===== src/rtl/csr_trap_ctrl_pkg.sv =====
// Shared types and constants for the machine-mode CSR file and trap sequencer.
// Holds the CSR address map, exception causes, CSR op encoding and FSM states.
package csr_trap_ctrl_pkg;

   localparam int XLEN = 32;

   localparam logic [11:0] CSR_MSTATUS    = 12'h300;
   localparam logic [11:0] CSR_MISA       = 12'h301;
   localparam logic [11:0] CSR_MTVEC      = 12'h305;
   localparam logic [11:0] CSR_MEPC       = 12'h341;
   localparam logic [11:0] CSR_MCAUSE     = 12'h342;
   localparam logic [11:0] CSR_MTVAL      = 12'h343;
   localparam logic [11:0] CSR_MCYCLE     = 12'hB00;
   localparam logic [11:0] CSR_MVENDORID  = 12'hF11;
   localparam logic [11:0] CSR_MARCHID    = 12'hF12;
   localparam logic [11:0] CSR_MIMPID     = 12'hF13;
   localparam logic [11:0] CSR_MHARTID    = 12'hF14;
   localparam logic [11:0] CSR_MCONFIGPTR = 12'hF15;

   typedef enum logic [31:0] {
      EXC_INSTR_MISALIGNED    = 32'd0,
      EXC_INSTR_FAULT         = 32'd1,
      EXC_ILLEGAL_INSTRUCTION = 32'd2,
      EXC_BREAKPOINT          = 32'd3,
      EXC_LOAD_MISALIGNED     = 32'd4,
      EXC_LOAD_FAULT          = 32'd5,
      EXC_STORE_MISALIGNED    = 32'd6,
      EXC_STORE_FAULT         = 32'd7,
      EXC_ECALL_M             = 32'd11
   } exception_code_e;

   typedef enum logic [1:0] {
      CSR_RW = 2'b00,
      CSR_RS = 2'b01,
      CSR_RC = 2'b10,
      CSR_RD = 2'b11
   } csr_op_e;

   typedef enum logic {
      TRAP_IDLE     = 1'b0,
      TRAP_REDIRECT = 1'b1
   } csr_trap_state_e;

   localparam int MSTATUS_MIE_BIT  = 3;
   localparam int MSTATUS_MPIE_BIT = 7;

endpackage


===== src/rtl/csr_trap_ctrl_cycle_counter.sv =====
// Free-running cycle counter with a synchronous load that replaces the increment.
module csr_cycle_counter
   import csr_trap_ctrl_pkg::*;
#(
   parameter int XLEN = csr_trap_ctrl_pkg::XLEN
) (
   input  logic            clk,
   input  logic            rst_n,
   input  logic            load_en,
   input  logic [XLEN-1:0] load_value,
   output logic [XLEN-1:0] count
);

   always_ff @(posedge clk) begin
      if (!rst_n)
         count <= '0;
      else if (load_en)
         count <= load_value;
      else
         count <= count + 1'b1;
   end

endmodule


===== src/rtl/csr_trap_ctrl.sv =====
// Machine-mode CSR file plus trap entry / mret sequencer that redirects fetch.
// Trap sequencing always has priority over CSR instruction accesses.
module csr_trap_ctrl
   import csr_trap_ctrl_pkg::*;
#(
   parameter int              XLEN        = csr_trap_ctrl_pkg::XLEN,
   parameter logic [XLEN-1:0] HART_ID     = '0,
   parameter logic [XLEN-1:0] MISA_VALUE  = 'h4000_0100,
   parameter logic [XLEN-1:0] RESET_MTVEC = 'h0000_0100
) (
   input  logic            clk,
   input  logic            rst_n,
   input  logic            exc_valid,
   input  logic [XLEN-1:0] exc_code,
   input  logic [XLEN-1:0] exc_pc,
   input  logic [XLEN-1:0] exc_tval,
   input  logic            mret_valid,
   output logic            ctrl_ready,
   output logic            redirect_valid,
   output logic [XLEN-1:0] redirect_pc,
   input  logic            redirect_ready,
   input  logic            csr_req,
   input  logic [11:0]     csr_addr,
   input  logic [1:0]      csr_op,
   input  logic [XLEN-1:0] csr_wdata,
   output logic            csr_gnt,
   output logic [XLEN-1:0] csr_rdata,
   output logic            csr_illegal
);

   csr_trap_state_e state;
   csr_op_e         op;
   logic            idle;
   logic            exc_take;
   logic            mret_take;
   logic            mie;
   logic            mpie;
   logic [XLEN-1:0] mtvec;
   logic [XLEN-1:0] mepc;
   logic [XLEN-1:0] mcause;
   logic [XLEN-1:0] mtval;
   logic [XLEN-1:0] mcycle;
   logic [XLEN-1:0] mstatus;
   logic [XLEN-1:0] wval;
   logic            addr_known;
   logic            write_en;

   assign op         = csr_op_e'(csr_op);
   assign idle       = (state == TRAP_IDLE);
   assign exc_take   = idle && exc_valid;
   assign mret_take  = idle && mret_valid && !exc_valid;
   assign ctrl_ready = idle;
   assign csr_gnt    = idle && csr_req && !exc_valid && !mret_valid;

   // mstatus is assembled from the two live bits; MPP reads as machine mode.
   always_comb begin
      mstatus                   = '0;
      mstatus[12:11]            = 2'b11;
      mstatus[MSTATUS_MIE_BIT]  = mie;
      mstatus[MSTATUS_MPIE_BIT] = mpie;
   end

   always_comb begin
      csr_rdata  = '0;
      addr_known = 1'b1;
      case (csr_addr)
         CSR_MSTATUS:    csr_rdata = mstatus;
         CSR_MISA:       csr_rdata = MISA_VALUE;
         CSR_MTVEC:      csr_rdata = mtvec;
         CSR_MEPC:       csr_rdata = mepc;
         CSR_MCAUSE:     csr_rdata = mcause;
         CSR_MTVAL:      csr_rdata = mtval;
         CSR_MCYCLE:     csr_rdata = mcycle;
         CSR_MVENDORID:  csr_rdata = '0;
         CSR_MARCHID:    csr_rdata = '0;
         CSR_MIMPID:     csr_rdata = '0;
         CSR_MHARTID:    csr_rdata = HART_ID;
         CSR_MCONFIGPTR: csr_rdata = '0;
         default:        addr_known = 1'b0;
      endcase
   end

   assign csr_illegal = csr_req &&
                        (!addr_known || ((csr_addr[11:10] == 2'b11) && (op != CSR_RD)));
   assign write_en    = csr_gnt && !csr_illegal && (op != CSR_RD);

   always_comb begin
      wval = csr_rdata;
      case (op)
         CSR_RW:  wval = csr_wdata;
         CSR_RS:  wval = csr_rdata | csr_wdata;
         CSR_RC:  wval = csr_rdata & ~csr_wdata;
         default: wval = csr_rdata;
      endcase
   end

   // Trap FSM; redirect_pc is captured on acceptance and held until fetch takes it.
   always_ff @(posedge clk) begin
      if (!rst_n) begin
         state          <= TRAP_IDLE;
         redirect_valid <= 1'b0;
         redirect_pc    <= '0;
      end else begin
         case (state)
            TRAP_IDLE: begin
               if (exc_take) begin
                  redirect_pc    <= {mtvec[XLEN-1:2], 2'b00};
                  redirect_valid <= 1'b1;
                  state          <= TRAP_REDIRECT;
               end else if (mret_take) begin
                  redirect_pc    <= mepc;
                  redirect_valid <= 1'b1;
                  state          <= TRAP_REDIRECT;
               end
            end
            TRAP_REDIRECT: begin
               if (redirect_ready) begin
                  redirect_valid <= 1'b0;
                  state          <= TRAP_IDLE;
               end
            end
            default: begin
               redirect_valid <= 1'b0;
               state          <= TRAP_IDLE;
            end
         endcase
      end
   end

   // CSR writes and trap side effects never collide because csr_gnt excludes traps.
   always_ff @(posedge clk) begin
      if (!rst_n) begin
         mie    <= 1'b0;
         mpie   <= 1'b0;
         mtvec  <= {RESET_MTVEC[XLEN-1:2], 2'b00};
         mepc   <= '0;
         mcause <= '0;
         mtval  <= '0;
      end else if (exc_take) begin
         mepc   <= {exc_pc[XLEN-1:2], 2'b00};
         mcause <= exc_code;
         mtval  <= exc_tval;
         mpie   <= mie;
         mie    <= 1'b0;
      end else if (mret_take) begin
         mie    <= mpie;
         mpie   <= 1'b1;
      end else if (write_en) begin
         case (csr_addr)
            CSR_MSTATUS: begin
               mie  <= wval[MSTATUS_MIE_BIT];
               mpie <= wval[MSTATUS_MPIE_BIT];
            end
            CSR_MTVEC:  mtvec  <= {wval[XLEN-1:2], 2'b00};
            CSR_MEPC:   mepc   <= {wval[XLEN-1:2], 2'b00};
            CSR_MCAUSE: mcause <= wval;
            CSR_MTVAL:  mtval  <= wval;
            default: ;
         endcase
      end
   end

   csr_cycle_counter #(
      .XLEN (XLEN)
   ) u_cycle_counter (
      .clk        (clk),
      .rst_n      (rst_n),
      .load_en    (write_en && (csr_addr == CSR_MCYCLE)),
      .load_value (wval),
      .count      (mcycle)
   );

endmodule


===== config.mk =====
export PLATFORM = sky130hd
export DESIGN_NAME = csr_trap_ctrl
export DESIGN_NICKNAME = d
export VERILOG_FILES = /design/src/rtl/csr_trap_ctrl_pkg.sv /design/src/rtl/csr_trap_ctrl_cycle_counter.sv /design/src/rtl/csr_trap_ctrl.sv
export SDC_FILE = /design/constraint.sdc
export NUM_CORES = 1
export LEC_CHECK = 0
export BUFFER_PORTS_ARGS = -buffer_cell sky130_fd_sc_hd__buf_2
export CORE_ASPECT_RATIO = 0.5
export CORE_MARGIN = 2
export CORE_UTILIZATION = 37
export DETAILED_ROUTE_END_ITERATION = 8
export HOLD_SLACK_MARGIN = 0.05
export PLACE_DENSITY_LB_ADDON = 0.05
export SYNTH_ARGS = -nofsm -noshare
export SYNTH_HDL_FRONTEND = slang
export SYNTH_SLANG_ARGS = --single-unit
export TNS_END_PERCENT = 5

===== constraint.sdc =====
create_clock -name clk -period 3 [get_ports clk]
set_input_delay 0.6 -clock clk [delete_from_list [all_inputs] [get_ports clk]]
set_output_delay 0.6 -clock clk [all_outputs]
set_load 0.005 [all_outputs]

==> impl_metrics.env, run 1 <==
export IMPL_clkTransAtPathRegs_ps=70
export IMPL_synth_area_mm2=0.01087
export IMPL_fmax_mhz=330.2
export IMPL_final_antenna_net_count=0
export IMPL_ys_seq_area_share_pct=35.00
export IMPL_clock_path_buffers=2
export IMPL_synth_area_leaders="dfxtp_1 (35%), nor2_1 (5.4%), mux2i_1 (4.5%), nand2_1 (4.3%), a211oi_1 (4.3%)"
export IMPL_ys_flop_type="dfxtp_1"
export IMPL_cp_start_kind="input pin"
export IMPL_gp_congestion=0.9442
export IMPL_numCtsBuffers=17
export IMPL_status="complete, but fails checks"
export IMPL_regToRegSetupSlack_ps=500
export IMPL_setup_ws_ps=-28.37
export IMPL_hpwl_um=35270
export IMPL_drt_initial_drc_count=984
export IMPL_ys_ff_latch=190
export IMPL_r2r_cells=10
export IMPL_antenna_found_initial=0
export IMPL_die_h_um=125.2
export IMPL_grt_pass1_wl_um=70200
export IMPL_vdd_ir_drop_max_uv=405.1
export IMPL_cts_root_buffer="clkbuf_16"
export IMPL_vias=11866
export IMPL_dpl_cell_area_mm2=0.01323
export IMPL_die_area_mm2=0.03084
export IMPL_period_needed_ps=3028
export IMPL_crit_fanout=12
export IMPL_n_fill_cell=2925
export IMPL_hold_end="state"
export IMPL_finalHoldViolCount=0
export IMPL_arrival_ps=2430
export IMPL_final_cell_mix="buf_2 (211), dfxtp_1 (190), nor2_1 (155)"
export IMPL_hold_class="input pin to register"
export IMPL_worst_skew_pair_late_latency_ps=460
export IMPL_htree_num_levels=4
export IMPL_synth_largest_area_cell="dfxtp_1"
export IMPL_area_growth_pct=29.02
export IMPL_syn_avg_cell_area_um2=8.055
export IMPL_wl_per_cell_um=23.46
export IMPL_final_common_cell="buf_2"
export IMPL_worstHoldStart="redirect_ready"
export IMPL_grt_pass1_vias=11433
export IMPL_dr_pass1_iters=6
export IMPL_fin_area_mm2=0.01402
export IMPL_core_mm2=0.02896
export IMPL_row_count=44
export IMPL_async_flop_share_pct=0
export IMPL_grt_usage_pct=30.16
export IMPL_max_slew_worst_pin_slew_ps=847.9
export IMPL_crit_chain="buf_2, or4_4, nor3_4, buf_4, buf_4, nand2_1, nand3_1, buf_2"
export IMPL_p_per_area_mw_per_mm2=460.0
export IMPL_cts_tree="done"
export IMPL_worst_setup_path_end_kind="output port"
export IMPL_drv_cap=0
export IMPL_finalCritPeriodShare_pct=100.9
export IMPL_clock_sinks=190
export IMPL_synth_cell_types=77
export IMPL_critPathKind="input pin to output port"
export IMPL_drc=0
export IMPL_synth_top_cell_area_share_pct=35.00
export IMPL_postCtsHoldBufs=0
export IMPL_r2r_end="mtval[12]"
export IMPL_die_w_um=246.4
export IMPL_synth_edff_count=0
export IMPL_num_nets_final=1752
export IMPL_leakagePower_nw=5.856
export IMPL_rsz0062_at_grt="true"
export IMPL_via_per_inst=5.912
export IMPL_io_buffers=211
export IMPL_slew_viol_final=0
export IMPL_antenna_cells=0
export IMPL_ys_warn_count=0
export IMPL_holdPathStages=4
export IMPL_critPathRequiredTime_ps=2400
export IMPL_violations="negative setup slack"
export IMPL_grt_overflow_total=0
export IMPL_skew_ps=11.11
export IMPL_setup_violations=2
export IMPL_pin_count=216
export IMPL_place_ws_ps=-75.37
export IMPL_cpPeakStageDelay_ps=610
export IMPL_synth_cells=1349
export IMPL_slew_headroom_pct=42.95
export IMPL_grt_max_degree=73
export IMPL_drive_above_1_share_pct=28.53
export IMPL_cpMaxStageDelayCell="or4_4"
export IMPL_initial_core_util_pct=37.53
export IMPL_wl_um=47090
export IMPL_r2r_start="state"
[how the worst max path moves through the flow]
stage	startpoint	endpoint	slack, ps	cells past startpoint
6_report	csr_addr[7]	csr_rdata[3]	-30	8
5_1_grt	csr_addr[7]	csr_rdata[18]	-40	8
4_1_cts	csr_addr[7]	csr_rdata[12]	-20	8
3_5_place_dp	csr_addr[7]	u_cycle_counter.count[31]	-80	9
3_3_place_gp	csr_addr[7]	csr_rdata[5]	-30	5
2_1_floorplan	csr_addr[0]	csr_rdata[18]	270	8
[metrics by stage]
step | setup TNS [ps] | total power [mW] | util, % | cells | hold slack (ps)
after floorplan | 0 | 3.315 | - | 1350 | 419.6
after global placement | -114.6 | 3.822 | 45.70 | 1973 | 431.9
after detailed placement | -448.3 | 3.840 | 45.70 | 1973 | 444.2
after CTS | -22.60 | 6.439 | 48.00 | 2005 | 402.5
after global routing | -332.3 | 6.676 | 48.41 | 2007 | 422.0
final | -30.98 | 6.448 | 48.41 | 2007 | 406.5
[power by group]
group / switching (mW) / total (mW) / internal [mW]
combinational: 0.628 / 1.07 / 0.447
sequential: 0.0841 / 2.73 / 2.65
clock: 1.15 / 2.64 / 1.50
total: 1.86 / 6.45 / 4.59
[registers in the layout, indices dropped and copies added, names as in the netlist]
name and count:
mpie 1, state 1, redirect_pc 30, mtval 32
redirect_valid 1, u_cycle_counter.count 32, mepc 30, mcause 32
mtvec 30, mie 1
[metal layers]
metal	vias up	GRT usage, %	wire (um)
met4	0	10.13	1369
met5	-	0	0
met3	84	5.453	2787
li1	5534	-	-
met1	5831	40.10	20830
met2	417	49.32	22100
[critical path: cells and delay by family]
kind | cells | cell delay [ps]
and+or+nand+nor | 4 | 1180
buffers and inverters | 4 | 640
[synth_stat cells, drive strengths merged (16+ instances only)]
cell,count
o21ai,85
nor2,157
nand3,32
nor4,24
nand2,126
buf,37
nand4,23
clkbuf,88
a211oi,62
a21oi,70
o21bai,16
nor3,34
o21a,20
dfxtp,190
inv,36
a22o,39
mux2i,49
mux2,22
a221oi,24
xor2,17
[area by class of cell]
type | count | area (um^2) | area share, %
Tap cell | 391 | 489.2 | 3.490
Clock inverter | 15 | 230.2 | 1.642
Clock buffer | 17 | 425.4 | 3.034
Multi-Input combinational cell | 999 | 6521 | 46.51
Inverter | 36 | 135.1 | 0.9639
Timing Repair Buffer | 359 | 2415 | 17.22
Sequential cell | 190 | 3804 | 27.13
[kinds of logic (layout without fill, tap and decap cells)]
| kind of cell | after synthesis | in the layout | synth area share [%] |
|---|---|---|---|
| and+or+nand+nor | 469 | 469 | 21.07 |
| adders and majority gates | 1 | 1 | 0.1151 |
| other | 1 | 2 | 0.03451 |
| AOI/OAI and AO/OA | 426 | 426 | 28.36 |
| buffers and inverters | 161 | 427 | 6.206 |
| DFF | 190 | 190 | 35.00 |
| xor gates and xnor gates | 30 | 30 | 2.418 |
| muxes | 71 | 71 | 6.793 |
[timing repair]
item	4_1_cts	5_1_grt
cloned	0	1
setup endpoints to repair	13	25
setup buffers	0	1
resized for setup	2	24
pin swaps	1	7
Power figures use the tool's default switching activity.
==> run 2, diff against run 1 <==
Settings changed: SYNTH_HIERARCHICAL set to 1.
==> impl_metrics.env, run 2 <==
export IMPL_antenna_cells=0
export IMPL_dpl_cell_area_mm2=0.01408
export IMPL_arrival_ps=2380
export IMPL_grt_usage_pct=31.08
export IMPL_crit_start="csr_addr[5]"
export IMPL_grt_pass1_vias=12873
export IMPL_synth_edff_count=0
export IMPL_power_mw=6.154
export IMPL_io_buffers=211
export IMPL_yosysMostFrequentCell="nand2_1"
export IMPL_ys_ff_latch=190
export IMPL_die_h_um=129.3
export IMPL_leakagePower_nw=6.317
export IMPL_period_needed_ps=2979
export IMPL_n_fill_cell=3074
export IMPL_ys_seq_area_share_pct=32.74
export IMPL_endpoint="csr_rdata[26]"
export IMPL_status="complete, no violations"
export IMPL_fin_util_pct=48.71
export IMPL_synth_cell_types=85
export IMPL_place_ws_ps=-165.3
export IMPL_drive_above_1_share_pct=27.69
export IMPL_drt_initial_drc_count=1671
export IMPL_synth_area_leaders="dfxtp_1 (33%), nand2_1 (6.6%), a32o_1 (5.9%), o21ai_0 (3.1%), mux2i_1 (3.1%)"
export IMPL_wl_per_cell_um=24.31
export IMPL_area_growth_pct=28.42
export IMPL_die_w_um=254.6
export IMPL_ys_warn_count=6
export IMPL_postCtsHoldBufs=0
export IMPL_final_cell_mix="nand2_1 (205), buf_2 (205), dfxtp_1 (190)"
export IMPL_clkTransAtPathRegs_ps=70
export IMPL_r2r_start="state"
export IMPL_fmax_mhz=335.7
export IMPL_rsz0062_at_grt="true"
export IMPL_hpwl_um=36090
export IMPL_num_nets_final=1837
export IMPL_cp_start_kind="input pin"
export IMPL_gp_congestion=0.8969
export IMPL_finalHoldViolCount=0
export IMPL_grt_pass1_wl_um=77070
export IMPL_numCtsBuffers=17
export IMPL_crit_fanout=5
export IMPL_vdd_ir_drop_max_uv=417.7
export IMPL_setup_ws_ps=20.77
export IMPL_r2r_end="u_cycle_counter/count[21]"
export IMPL_reg_top3="mcause x32, mtval x32, u_cycle_counter/count x32"
export IMPL_syn_avg_cell_area_um2=8.118
export IMPL_synth_area_mm2=0.01162
export IMPL_synth_largest_area_cell="dfxtp_1"
export IMPL_via_per_inst=6.233
export IMPL_synth_top_cell_area_share_pct=32.74
export IMPL_dr_pass1_iters=6
export IMPL_r2r_cells=8
export IMPL_finalCritPeriodShare_pct=99.31
export IMPL_slew_viol_final=0
export IMPL_pin_count=216
export IMPL_drv_cap=0
export IMPL_max_slew_worst_pin_slew_ps=895.2
export IMPL_skew_ps=10.11
export IMPL_final_antenna_net_count=0
export IMPL_row_count=45
export IMPL_grt_max_degree=107
export IMPL_cts_tree="done"
export IMPL_critPathRequiredTime_ps=2400
export IMPL_ys_flop_type="dfxtp_1"
export IMPL_core_mm2=0.03063
export IMPL_clock_sinks=190
export IMPL_fin_area_mm2=0.01492
export IMPL_grt_overflow_total=0
export IMPL_worst_skew_pair_late_latency_ps=460
export IMPL_setup_violations=0
export IMPL_cts_root_buffer="clkbuf_16"
export IMPL_hold_class="input pin to register"
export IMPL_async_flop_share_pct=0
export IMPL_p_per_area_mw_per_mm2=412.5
export IMPL_htree_num_levels=4
export IMPL_slew_headroom_pct=40.18
export IMPL_synth_commonest_cells="nand2_1 (205), dfxtp_1 (190), nor2_1 (89)"
export IMPL_die_area_mm2=0.03292
export IMPL_critPathKind="input pin to output port"
export IMPL_worst_setup_path_end_kind="output port"
export IMPL_synth_cells=1431
export IMPL_antenna_found_initial=0
export IMPL_initial_core_util_pct=37.93
export IMPL_wl_um=51630
export IMPL_regToRegSetupSlack_ps=550
export IMPL_clock_path_buffers=2
export IMPL_drc=0
export IMPL_vias=13239
-- run 2: worst min path at each step --
| stage | start | to | slack, ps | cells past startpoint |
|---|---|---|---|---|
| after global routing | exc_tval[8] | mtval[8] | 400 | 3 |
| final | exc_tval[8] | mtval[8] | 390 | 3 |
| after global placement | mtval[15] | mtval[15] | 440 | 2 |
| after CTS | exc_tval[8] | mtval[8] | 370 | 3 |
| after floorplan | mtval[15] | mtval[15] | 430 | 2 |
| after detailed placement | mtval[15] | mtval[15] | 450 | 2 |
-- run 2: repair_timing --
item | 4_1_cts | 5_1_grt
cloned | 0 | 1
endpoints found under the hold margin | 0 | 0
pin swaps | 8 | 25
setup buffers | 0 | 11
endpoints found under the setup margin | 23 | 23
resized for setup | 16 | 16
-- run 2: through the flow --
step / hold WS (ps) / cells / setup TNS [ps]
3_5_place_dp: 448.0 / 2080 / -2724
4_1_cts: 368.1 / 2112 / -613.3
5_1_grt: 404.5 / 2124 / -185.4
6_report: 392.9 / 2124 / 0
2_1_floorplan: 428.5 / 1432 / 0
3_3_place_gp: 444.7 / 2080 / -2651
-- run 2: report_power, final --
part           switching [mW]  leakage, nW  total, mW  internal [mW]
clock network            1.13        0.293       2.40           1.27
logic                   0.631         4.48       1.04          0.408
registers              0.0869         1.55       2.72           2.63
total                    1.85         6.32       6.15           4.31
-- run 2: kinds of logic (layout without fill, tap and decap cells) --
logic type	Yosys count	count (layout)	share of synthesized area [%]
AOI/OAI and AO/OA	474	474	30.85
adders and majority gates	1	1	0.1077
DFF	190	190	32.74
and+or+nand+nor	557	558	25.74
muxes	43	43	3.780
buffers and inverters	152	420	5.773
other	1	2	0.03228
xor gates and xnor gates	13	13	0.9801
-- run 2: metal layers --
layer | GRT usage [%] | vias to the layer above | part of all wire, %
met3 | 5.444 | 81 | 8.1
met1 | 43.15 | 6516 | 45
met4 | 10.90 | 0 | 2.4
li1 | - | 6034 | -
met5 | 0 | - | 0
met2 | 48.77 | 608 | 44
-- run 2: layout make-up --
cell class	count	area [um^2]	share of cell area, %
multi-input combinational	1091	7298	48.92
inverter	22	82.58	0.5535
clock buffer	19	442.9	2.969
tap	423	529.3	3.547
sequential	190	3804	25.49
clock inverter	13	162.7	1.090
timing repair buffer	366	2600	17.43
-- run 2: critical path, cell delays in order --
cell and delay (ps):
buf_8 100, or4_4 630, nor4_4 410, buf_4 220, a32o_2 190, or2_4 120, buf_6 80
